[config.mk]
export PLATFORM = sky130hd
export DESIGN_NAME = fifo_rd_stream_adapter
export DESIGN_NICKNAME = d
export VERILOG_FILES = /design/src/rtl/fifo_adapter_pkg.sv /design/src/rtl/fifo_rd_prefetch_buf.sv /design/src/rtl/fifo_rd_stream_adapter.sv
export SDC_FILE = /design/constraint.sdc
export NUM_CORES = 1
export LEC_CHECK = 0
export CAP_MARGIN = 0
export CELL_PAD_IN_SITES_DETAIL_PLACEMENT = 0
export CELL_PAD_IN_SITES_GLOBAL_PLACEMENT = 1
export CORE_MARGIN = 2
export CORE_UTILIZATION = 36
export DETAILED_ROUTE_END_ITERATION = 16
export PLACE_DENSITY = 0.86
export RECOVER_POWER = 25
export SETUP_SLACK_MARGIN = 0.1
export SKIP_CTS_REPAIR_TIMING = 1
export SLEW_MARGIN = 20
export SYNTH_ARGS = -nofsm -noshare
export SYNTH_HDL_FRONTEND = slang
export SYNTH_HIERARCHICAL = 1
export SYNTH_SLANG_ARGS = --single-unit
[constraint.sdc]
create_clock -name rd_clk -period 3.13 [get_ports rd_clk]
set_input_delay 0.7825 -clock rd_clk [delete_from_list [all_inputs] [get_ports rd_clk]]
set_output_delay 0.7825 -clock rd_clk [all_outputs]
set_load 0.02 [all_outputs]
[src/rtl/fifo_adapter_pkg.sv]
// ============================================================================
// fifo_adapter_pkg : shared constants for the FIFO read-side stream adapter
// Rev 1.0
// ============================================================================
`default_nettype none

package fifo_adapter_pkg;

  localparam int MAX_RD_LATENCY = 2;

  // One entry per beat that can be in flight, plus one to cover the pop/refill turnaround.
  function automatic int buf_depth(input int lat);
    return lat + 1;
  endfunction

endpackage

`default_nettype wire

[src/rtl/fifo_rd_prefetch_buf.sv]
// ============================================================================
// fifo_rd_prefetch_buf : small register-array FIFO holding prefetched beats
// Rev 1.0
// ============================================================================
`default_nettype none

module fifo_rd_prefetch_buf #(
  parameter int DSIZE = 18,
  parameter int DEPTH = 2
) (
  input  logic                         rd_clk,
  input  logic                         rd_rst,
  input  logic                         wr,
  input  logic [DSIZE-1:0]             wdata,
  input  logic                         rd,
  output logic [DSIZE-1:0]             rdata,
  output logic [$clog2(DEPTH+1)-1:0]   occupancy,
  output logic                         full,
  output logic                         empty
);

  localparam int PW = (DEPTH > 1) ? $clog2(DEPTH) : 1;
  localparam int CW = $clog2(DEPTH + 1);
  localparam logic [PW-1:0] LAST_PTR = PW'(DEPTH - 1);

  logic [DSIZE-1:0] mem_q [DEPTH];
  logic [DSIZE-1:0] mem_d [DEPTH];
  logic [PW-1:0]    wr_ptr_q, wr_ptr_d;
  logic [PW-1:0]    rd_ptr_q, rd_ptr_d;
  logic [CW-1:0]    occ_q, occ_d;

  always_comb begin
    mem_d    = mem_q;
    wr_ptr_d = wr_ptr_q;
    rd_ptr_d = rd_ptr_q;
    occ_d    = occ_q;
    if (wr) begin
      mem_d[wr_ptr_q] = wdata;
      wr_ptr_d        = (wr_ptr_q == LAST_PTR) ? '0 : wr_ptr_q + 1'b1;
    end
    if (rd) begin
      rd_ptr_d = (rd_ptr_q == LAST_PTR) ? '0 : rd_ptr_q + 1'b1;
    end
    // Simultaneous write and read leaves the count untouched.
    case ({wr, rd})
      2'b10:   occ_d = occ_q + CW'(1);
      2'b01:   occ_d = occ_q - CW'(1);
      default: occ_d = occ_q;
    endcase
  end

  always_ff @(posedge rd_clk or posedge rd_rst) begin
    if (rd_rst) begin
      mem_q    <= '{default: '0};
      wr_ptr_q <= '0;
      rd_ptr_q <= '0;
      occ_q    <= '0;
    end else begin
      mem_q    <= mem_d;
      wr_ptr_q <= wr_ptr_d;
      rd_ptr_q <= rd_ptr_d;
      occ_q    <= occ_d;
    end
  end

  assign rdata     = mem_q[rd_ptr_q];
  assign occupancy = occ_q;
  assign full      = (occ_q == CW'(DEPTH));
  assign empty     = (occ_q == '0);

`ifndef SYNTHESIS
  a_no_read_when_empty: assert property (@(posedge rd_clk) disable iff (rd_rst) !(rd && empty));
`endif

endmodule

`default_nettype wire

[src/rtl/fifo_rd_stream_adapter.sv]
// ============================================================================
// fifo_rd_stream_adapter : latency-based FIFO read port -> valid/ready stream
// Optional beat counter: define FIFO_RD_ADAPTER_BEATCNT_EN.   Rev 1.0
// ============================================================================
`default_nettype none

module fifo_rd_stream_adapter
  import fifo_adapter_pkg::*;
#(
  parameter int DSIZE      = 18,
  parameter int RD_LATENCY = 1
) (
  input  logic             rd_clk,
  input  logic             rd_rst,
  input  logic             fifo_empty,
  input  logic [DSIZE-1:0] fifo_dout,
  output logic             fifo_rd_en,
  output logic [DSIZE-1:0] m_tdata,
  output logic             m_tvalid,
  input  logic             m_tready,
  output logic [31:0]      beat_cnt
);

  localparam int BUF_DEPTH = buf_depth(RD_LATENCY);
  localparam int OW        = $clog2(BUF_DEPTH + 1);
  localparam int UW        = OW + 1;

  if ((RD_LATENCY < 1) || (RD_LATENCY > MAX_RD_LATENCY)) begin : g_bad_latency
    $error("fifo_rd_stream_adapter: RD_LATENCY must be 1 or 2");
  end

  logic [RD_LATENCY-1:0] pipe_q, pipe_d;
  logic [OW-1:0]         inflight_q, inflight_d;
  logic [OW-1:0]         occupancy;
  logic [UW-1:0]         used_after_pop;
  logic                  buf_full, buf_empty;
  logic                  pop, wr;

  assign pop = m_tvalid && m_tready;
  // The oldest strobe in the pipe marks the cycle its data sits on fifo_dout.
  assign wr  = pipe_q[RD_LATENCY-1];

  always_comb begin
    used_after_pop = UW'(inflight_q) + UW'(occupancy) - UW'(pop);
    fifo_rd_en     = !fifo_empty && (used_after_pop < UW'(BUF_DEPTH));
    pipe_d         = RD_LATENCY'({pipe_q, fifo_rd_en});
    inflight_d     = inflight_q + OW'(fifo_rd_en) - OW'(wr);
  end

  always_ff @(posedge rd_clk or posedge rd_rst) begin
    if (rd_rst) begin
      pipe_q     <= '0;
      inflight_q <= '0;
    end else begin
      pipe_q     <= pipe_d;
      inflight_q <= inflight_d;
    end
  end

  fifo_rd_prefetch_buf #(
    .DSIZE (DSIZE),
    .DEPTH (BUF_DEPTH)
  ) u_buf (
    .rd_clk    (rd_clk),
    .rd_rst    (rd_rst),
    .wr        (wr),
    .wdata     (fifo_dout),
    .rd        (pop),
    .rdata     (m_tdata),
    .occupancy (occupancy),
    .full      (buf_full),
    .empty     (buf_empty)
  );

  assign m_tvalid = !buf_empty;

`ifdef FIFO_RD_ADAPTER_BEATCNT_EN
  logic [31:0] beat_cnt_q, beat_cnt_d;

  always_comb begin
    beat_cnt_d = pop ? beat_cnt_q + 32'd1 : beat_cnt_q;
  end

  always_ff @(posedge rd_clk or posedge rd_rst) begin
    if (rd_rst) begin
      beat_cnt_q <= '0;
    end else begin
      beat_cnt_q <= beat_cnt_d;
    end
  end

  assign beat_cnt = beat_cnt_q;
`else
  assign beat_cnt = '0;
`endif

`ifndef SYNTHESIS
  a_no_write_when_full: assert property (@(posedge rd_clk) disable iff (rd_rst) !(wr && buf_full));
  a_axis_hold: assert property (@(posedge rd_clk) disable iff (rd_rst)
    (m_tvalid && !m_tready) |=> (m_tvalid && $stable(m_tdata)));
`endif

endmodule

`default_nettype wire

## After elaboration in Yosys (flattened, before gate mapping)

Index checks and enable logic that the tools add are counted.
Widths: inputs -> output; s select.

| word-level totals | value |
|---|---|
| output and inout bits | 52 |
| input port bits | 22 |
| flip-flop bits (word level) | 43 |
| logic and storage cells | 39 |

| cells by class | value |
|---|---|
| bitwise gates (word level) | 2 |
| $add $sub $neg | 8 |
| magnitude comparators | 4 |
| multiplexer cells | 9 |
| reduce and logical (&&, ||, !) cells | 7 |
| eq/ne operators | 2 |

Operators with widths:

| operator | count |
|---|---|
| $mux 18 | 4 |
| $bwmux 36 | 1 |
| $demux 18 s1 | 1 |
| $ge 2x2->1 const B | 2 |
| $not 1->2 | 2 |
| $pmux 2 s2 | 1 |
| $add 2x2->3 | 1 |
| $logic_and 1x1->1 | 3 |
| $lt 3x2->1 const B | 1 |
| $sub 3x1->3 | 1 |
| $add 1x1->1 const B | 2 |
| $add 2x1->2 | 1 |
| $add 2x1->2 const B | 1 |
| $eq 2x1->1 const B | 1 |
| $eq 2x2->1 const B | 1 |
| $logic_not 1->1 | 2 |
| $logic_not 2->1 | 1 |
| $lt 2x1->1 const B | 1 |
| $mux 1 | 2 |
| $reduce_bool 2->1 | 1 |
| $sub 2x1->2 | 1 |
| $sub 2x1->2 const B | 1 |

## Longest topological paths before layout

Gate-level depths: netlist of run 1.

| logic depth | value |
|---|---|
| depth after elaboration | 8 |
| depth in mapped cells | 10 |
| mapped depth without buffers | 10 |

## Cells and area by module

Netlist of run 1, hierarchy kept.

Modules (own cells, without submodules):

| module | cells an instance | seq. area each (um^2) | instances | area each (um^2) |
|---|---|---|---|---|
| fifo_rd_prefetch_buf | 111 | 1001.0 | 1 | 1740.4 |
| fifo_rd_stream_adapter | 54 | 75.1 | 1 | 466.7 |

## Least setup slack after synthesis of run 1

OpenSTA, ideal clock, no wires.

| timing | value |
|---|---|
| path type | input-to-output |
| from | input port m_tready |
| to | output port fifo_rd_en |
| setup slack | 52 ps |
| data arrival time | 2295 ps |
| cell stages on the path | 6 |
| data required time | 2348 ps |
| path buffers | 0 |
| cells stage by stage | nor2b_1 > ha_1 > nand2b_1 > fa_1 > xnor2_1 > nor3b_2 |

| between the ends | value |
|---|---|
| cells in the longest elaborated chain, start to end | 4 |

RTL lines:

| what | RTL line | text |
|---|---|---|
| from (decl) | fifo_rd_stream_adapter.sv:20 | `input logic m_tready,` |
| $logic_and 1x1->1 | fifo_rd_stream_adapter.sv:39 | `assign pop = m_tvalid && m_tready;` |
| $sub 3x1->3 | fifo_rd_stream_adapter.sv:44 | `used_after_pop = UW'(inflight_q) + UW'(occupancy) - UW'(pop);` |
| $lt 3x2->1 | fifo_rd_stream_adapter.sv:45 | `fifo_rd_en = !fifo_empty && (used_after_pop < UW'(BUF_DEPTH));` |
| $logic_and 1x1->1 | fifo_rd_stream_adapter.sv:45 |  |
| to (decl) | fifo_rd_stream_adapter.sv:17 | `output logic fifo_rd_en,` |

No other way between the ends.

## Worst setup path in the final report of run 1

| timing | value |
|---|---|
| from | input port m_tready |
| to | output port fifo_rd_en |

| between the ends | value |
|---|---|
| cells in the longest elaborated chain, start to end | 4 |

RTL lines:

| what | RTL line | text |
|---|---|---|
| $logic_and 1x1->1 | fifo_rd_stream_adapter.sv:39 |  |
| via pop | fifo_rd_stream_adapter.sv:37 | `logic pop, wr;` |
| $sub 3x1->3 | fifo_rd_stream_adapter.sv:44 |  |
| $lt 3x2->1 | fifo_rd_stream_adapter.sv:45 |  |
| $logic_and 1x1->1 | fifo_rd_stream_adapter.sv:45 |  |

The timed path passes the listed nets, and every way through them passes these cells.

==> run summary, run 1 <==
clock-pin slew on the worst setup and hold paths - 0.07 ns
endpoints failing setup - 0
setup_tns - 0 ns
leakage power total - 0.00122 µW
final core utilization - 46.1%
final setup margin - 0.110 ns
fin. max-slew vios - 0
drt drc - 0
critical path class - primary input to primary output
Final Total Pwr - 3000 µW
routed wire length - 3.55 mm
first-pass GRT wire length - 5.57 mm
Num CTS Buffers - 5
r2r setup slk - 0.77 ns
crit end category - primary output
max-capacitance violation count - 0
Setup WS pre-CTS - -0.764 ns
GRT overflow - 0
Max Clk Rate - 331 MHz
VDD IR-drop max - 575 µV
highest net fanout along the worst path - 2
Tcrit/Tclk final - 96.5%
Final Hold Vio Count - 0
Die Wd - 82.2 µm
root buffer cell - clkbuf_8
switching share of power - 34.5%
vias - 1266
Total GRT Usage - 11.1%
initial antenna violation count - 0
# nets final - 242
worst slew pin tran - 0.991 ns
CP Data Required Time - 2.35 ns
CTS tree - yes
1st-iter DRT viols - 27
CTS Buffer Depth - 2
Pre-Repair DR Iteration Count - 4
initial core utilization - 37.2%
NetSw - 1040 µW
PwrDens - 1100 mW/mm²
YS warnings - 6
RSZ-0062 raised after global routing - true
Flop pwr share - 33.3%
worst min path class - flip-flop to flip-flop
row cnt - 28
antenna-violating nets left - 0
HPWL Detailed - 2.47 mm
core footprint - 0.00592 mm²
Avg Inst Size Synth - 13.4 µm²
TritonCTS Sinks - 43
Die Area - 0.00676 mm²
Final min period - 3.02 ns
Slew HR - 34.0%
Critical Path AT - 2.24 ns
port buffer count - 41
Die Span Y - 82.2 µm
Ant. Diodes - 0
vias in the first global route - 1243
Clk network pwr share - 11.5%
Layout area overhead - 24.0%
share of cells above drive strength 1 - 36.4%
post-synthesis cell count - 164
via-per-instance ratio - 4.38
Worst Skew - 0.00263 ns
Critical Path Start Type - primary input
cell internal pwr - 1970 µW
I/O pins - 74
GPL Wtd Cong - 0.702
outcome - complete, no violations
cell area after synthesis - 0.00220 mm²
Clock Latency Late Sink - 0.28 ns
Clock H-tree levels - 2
largest net degree at the start of global routing - 41
Logic pwr share - 55.2%
average wire per standard cell - 12.3 µm
-- layer usage --
metal	vias to the layer above	track usage [%]	routed length (µm)
li1	581	-	-
met1	633	12.9	1490
met2	45	19.2	1810
met3	7	2.93	205
met4	0	4.50	43
met5	-	0	0
-- area by class of cell --
type                            instances  area, µm²
Clock buffer                            6       82.6
Timing Repair Buffer                   48        463
Fill cell                             559       3190
Inverter                                9       33.8
Clock inverter                          1       5.00
Multi-Input combinational cell        107        975
Tap cell                               75       93.8
Sequential cell                        43       1080
-- sequential cells by signal, summed over array words and instances (netlist names) --
| signal | flops |
|---|---|
| u_buf/mem_q | 36 |
| inflight_q | 2 |
| u_buf/occupancy | 2 |
| pipe_q | 1 |
| u_buf/rd_ptr_q | 1 |
| u_buf/wr_ptr_q | 1 |
-- path summary, 6_finish.rpt --
| kind | cells after the start | start | endpoint |
|---|---|---|---|
| min reg2reg | 1 | inflight_q[1] | inflight_q[1] |
| max reg2reg | 10 | u_buf/occupancy[0] | inflight_q[1] |
| max | 7 | m_tready | fifo_rd_en |
| min | 1 | inflight_q[1] | inflight_q[1] |
| max in group asynchronous | 3 | rd_rst | u_buf/mem_q[29] |
| min in group asynchronous | 2 | rd_rst | pipe_q |
-- power by group through the flow --
stage | clock network, µW | logic (µW) | registers (µW)
after floorplan | 0 | 1100 | 955
after global placement | 0 | 1560 | 998
after detailed placement | 0 | 1580 | 1010
after CTS | 367 | 1590 | 1000
after global routing | 392 | 1790 | 1040
final | 345 | 1660 | 1000
-- worst max-delay path, stage by stage --
cell	delay [ns]
buf_6	0.09
nor2b_4	0.12
ha_4	0.23
nand2b_4	0.14
fa_2	0.53
nor3b_4	0.21
buf_6	0.14
-- per-stage QoR --
stage | hold slack, ns | instances | cell area [µm²]
after floorplan | 0.446 | 195 | 2320
after global placement | 0.464 | 281 | 2590
after detailed placement | 0.464 | 281 | 2590
after CTS | 0.480 | 288 | 2680
after global routing | 0.511 | 289 | 2730
final | 0.482 | 289 | 2730
-- layout by cell type (no fill, tap or decap) --
| master | count |
|---|---|
| mux2_2 | 53 |
| dfrtp_1 | 43 |
| clkdlybuf4s50_1 | 38 |
| conb_1 | 32 |
| inv_1 | 7 |
| clkbuf_8 | 6 |
| buf_4 | 5 |
| xnor2_1 | 4 |
| ha_1 | 4 |
| xor2_1 | 3 |
| buf_6 | 2 |
| nor2b_4 | 1 |
| nand2b_4 | 1 |
| xnor2_2 | 1 |
| nor3b_4 | 1 |
| fa_2 | 1 |
| ha_4 | 1 |
| clkinv_2 | 1 |
| dlygate4sd3_1 | 1 |
| nand2_1 | 1 |
| inv_2 | 1 |
| nor2_4 | 1 |
| mux2_1 | 1 |
| nor2_2 | 1 |
| clkinv_1 | 1 |
| nor2_1 | 1 |
| clkbuf_2 | 1 |
| clkbuf_4 | 1 |
Note: power is estimated with default switching activity, not from simulation.
==> inputs of run 2 (changes only) <==
- CORE_MARGIN: 2 -> default
==> run summary, run 2 (same netlist as run 1, synthesis figures left out) <==
Max Clk Rate - 332 MHz (+0.40%)
TritonCTS Sinks - 43 (unchanged)
Layout area overhead - 23.1%
clock-pin slew on the worst setup and hold paths - 0.08 ns (about the same)
FF-to-FF path depth - 11 (+1)
Slew HR - 34.5% (+0.53 points)
critical path's slowest cell - fa_2
core footprint - 0.00592 mm² (unchanged)
port buffer count - 41 (unchanged)
Buf+Inv Stages, Crit Path - 2 (unchanged)
cell area after layout - 0.00271 mm² (-0.73%)
1st-iter DRT viols - 36 (+33%)
Setup WS pre-CTS - -0.730 ns (+0.0345 ns)
routed wire length - 3.63 mm (+2.3%)
most common cell after layout, fill and taps aside - mux2_2
Final min period - 3.01 ns (-0.0120 ns)
highest net fanout along the worst path - 2 (unchanged)
leakage power total - 0.00121 µW (-0.99%)
via-per-instance ratio - 4.26 (-2.7%)
worst hold slack - 0.478 ns (-0.00395 ns)
FF-to-FF Start - u_buf/occupancy[0]
root buffer cell - clkbuf_8
PwrDens - 1100 mW/mm² (-0.53%)
CP Data Required Time - 2.35 ns (about the same)
Critical Path Start Type - primary input
Ant. Diodes - 0 (unchanged)
worst slew pin tran - 0.983 ns (-0.00799 ns)
antenna-violating nets left - 0 (unchanged)
slowest cell delay on critical path - 0.37 ns (-0.16 ns)
drt drc - 0 (unchanged)
cell family with most CP delay - adder cells
outcome - complete, no violations
row cnt - 28 (unchanged)
r2r setup slk - 0.79 ns (+0.02 ns)
number of fill cells - 560 (+0.18%)
worst hold endpoint - inflight_q[1]
GRT overflow - 0 (unchanged)
share of cells above drive strength 1 - 35.3% (-1.1 points)
setup_tns - 0 ns (unchanged)
Placed Area - 0.00260 mm² (+0.29%)
Pre-Repair DR Iteration Count - 4 (unchanged)
average wire per standard cell - 12.5 µm (+1.9%)
Clock H-tree levels - 2 (unchanged)
Die Span Y - 80.2 µm (-2.4%)
fin. max-slew vios - 0 (unchanged)
vias in the first global route - 1278 (+2.8%)
I/O pins - 74 (unchanged)
# nets final - 242 (unchanged)
Final Hold Vio Count - 0 (unchanged)
CTS Buffer Depth - 2 (unchanged)
HPWL Detailed - 2.49 mm (+0.76%)
HP Start - inflight_q[1]
worst min path class - flip-flop to flip-flop
largest net degree at the start of global routing - 41 (unchanged)
Final Total Pwr - 2970 µW (-1.3%)
Worst Skew - 0.00650 ns (+0.00387 ns)
initial core utilization - 37.2% (unchanged)
r2r endpoint - inflight_q[1]
max-capacitance violation count - 0 (unchanged)
crit end category - primary output
Num CTS Buffers - 5 (unchanged)
Tcrit/Tclk final - 96.1% (-0.38 points)
endpoints failing setup - 0 (unchanged)
Die Wd - 80.2 µm (-2.4%)
critical path class - primary input to primary output
CTS tree - yes
first-pass GRT wire length - 5.84 mm (+5.0%)
GPL Wtd Cong - 0.626 (-11%)
critical path cell sequence - buf_6, nor2b_4, ha_4, nand2b_4, fa_2, xnor2_2, nor3b_2, buf_4
vias - 1236 (-2.4%)
max reg flops - 36 (unchanged)
Reg with most FFs - u_buf/mem_q
final setup margin - 0.122 ns (+0.0120 ns)
Clock Latency Late Sink - 0.29 ns (about the same)
VDD IR-drop max - 570 µV (-0.95%)
Critical Path AT - 2.23 ns (about the same)
initial antenna violation count - 0 (unchanged)
Die Area - 0.00643 mm² (-4.8%)
most frequent cells in the layout - mux2_2 (53), dfrtp_1 (43), clkdlybuf4s50_1 (38)
worst hold stages - 1 (unchanged)
Total GRT Usage - 12.1% (+1.0 points)
RSZ-0062 raised after global routing - true
run 2: power breakdown:
group          internal (µW)  switching, µW  leakage (µW)
registers                842            144      0.000509
logic                    928            719      0.000654
clock network            157            177     0.0000422
total                   1930           1040       0.00121
run 2: through the flow:
step | utilization (%) | instances
finish | 45.8 | 290
global route | 45.8 | 290
CTS | 45.3 | 290
detailed placement | 44.0 | 282
global placement | 44.0 | 282
floorplan | - | 195
run 2: how the worst max path moves through the flow:
stage / startpoint / to / slack, ns / depth (start not counted)
3_5_place_dp: m_tready / fifo_rd_en / -0.73 / 7
6_report: m_tready / fifo_rd_en / 0.12 / 8
5_1_grt: m_tready / fifo_rd_en / 0.06 / 8
4_1_cts: m_tready / fifo_rd_en / -0.75 / 8
3_3_place_gp: m_tready / fifo_rd_en / -0.72 / 7
2_1_floorplan: m_tready / fifo_rd_en / 0.12 / 5
run 2: final cells by class:
class / instances / area (µm²) / area share [%]
Clock inverter: 1 / 5.00 / 0.185
Inverter: 9 / 33.8 / 1.25
Clock buffer: 7 / 76.3 / 2.82
Tap cell: 75 / 93.8 / 3.46
Sequential cell: 43 / 1080 / 39.7
Timing Repair Buffer: 48 / 455 / 16.8
Multi-Input combinational cell: 107 / 968 / 35.8
run 2: worst reg2reg max path: stages (launching register included):
cell	delay [ns]
dfrtp_1	0.40
nor2_2	0.19
nor2b_4	0.07
ha_4	0.23
nand2b_4	0.14
fa_2	0.37
xnor2_2	0.14
nor3b_2	0.18
buf_4	0.14
ha_1	0.15
xnor2_1	0.13
xnor2_1	0.14
run 2: metal layers:
metal / vias up / GRT usage (%) / part of all wire, %
met5: - / 0 / 0
met4: 0 / 3.75 / 0.85
met3: 4 / 3.07 / 5.0
met2: 41 / 21.2 / 50
met1: 608 / 14.5 / 44
li1: 583 / - / -
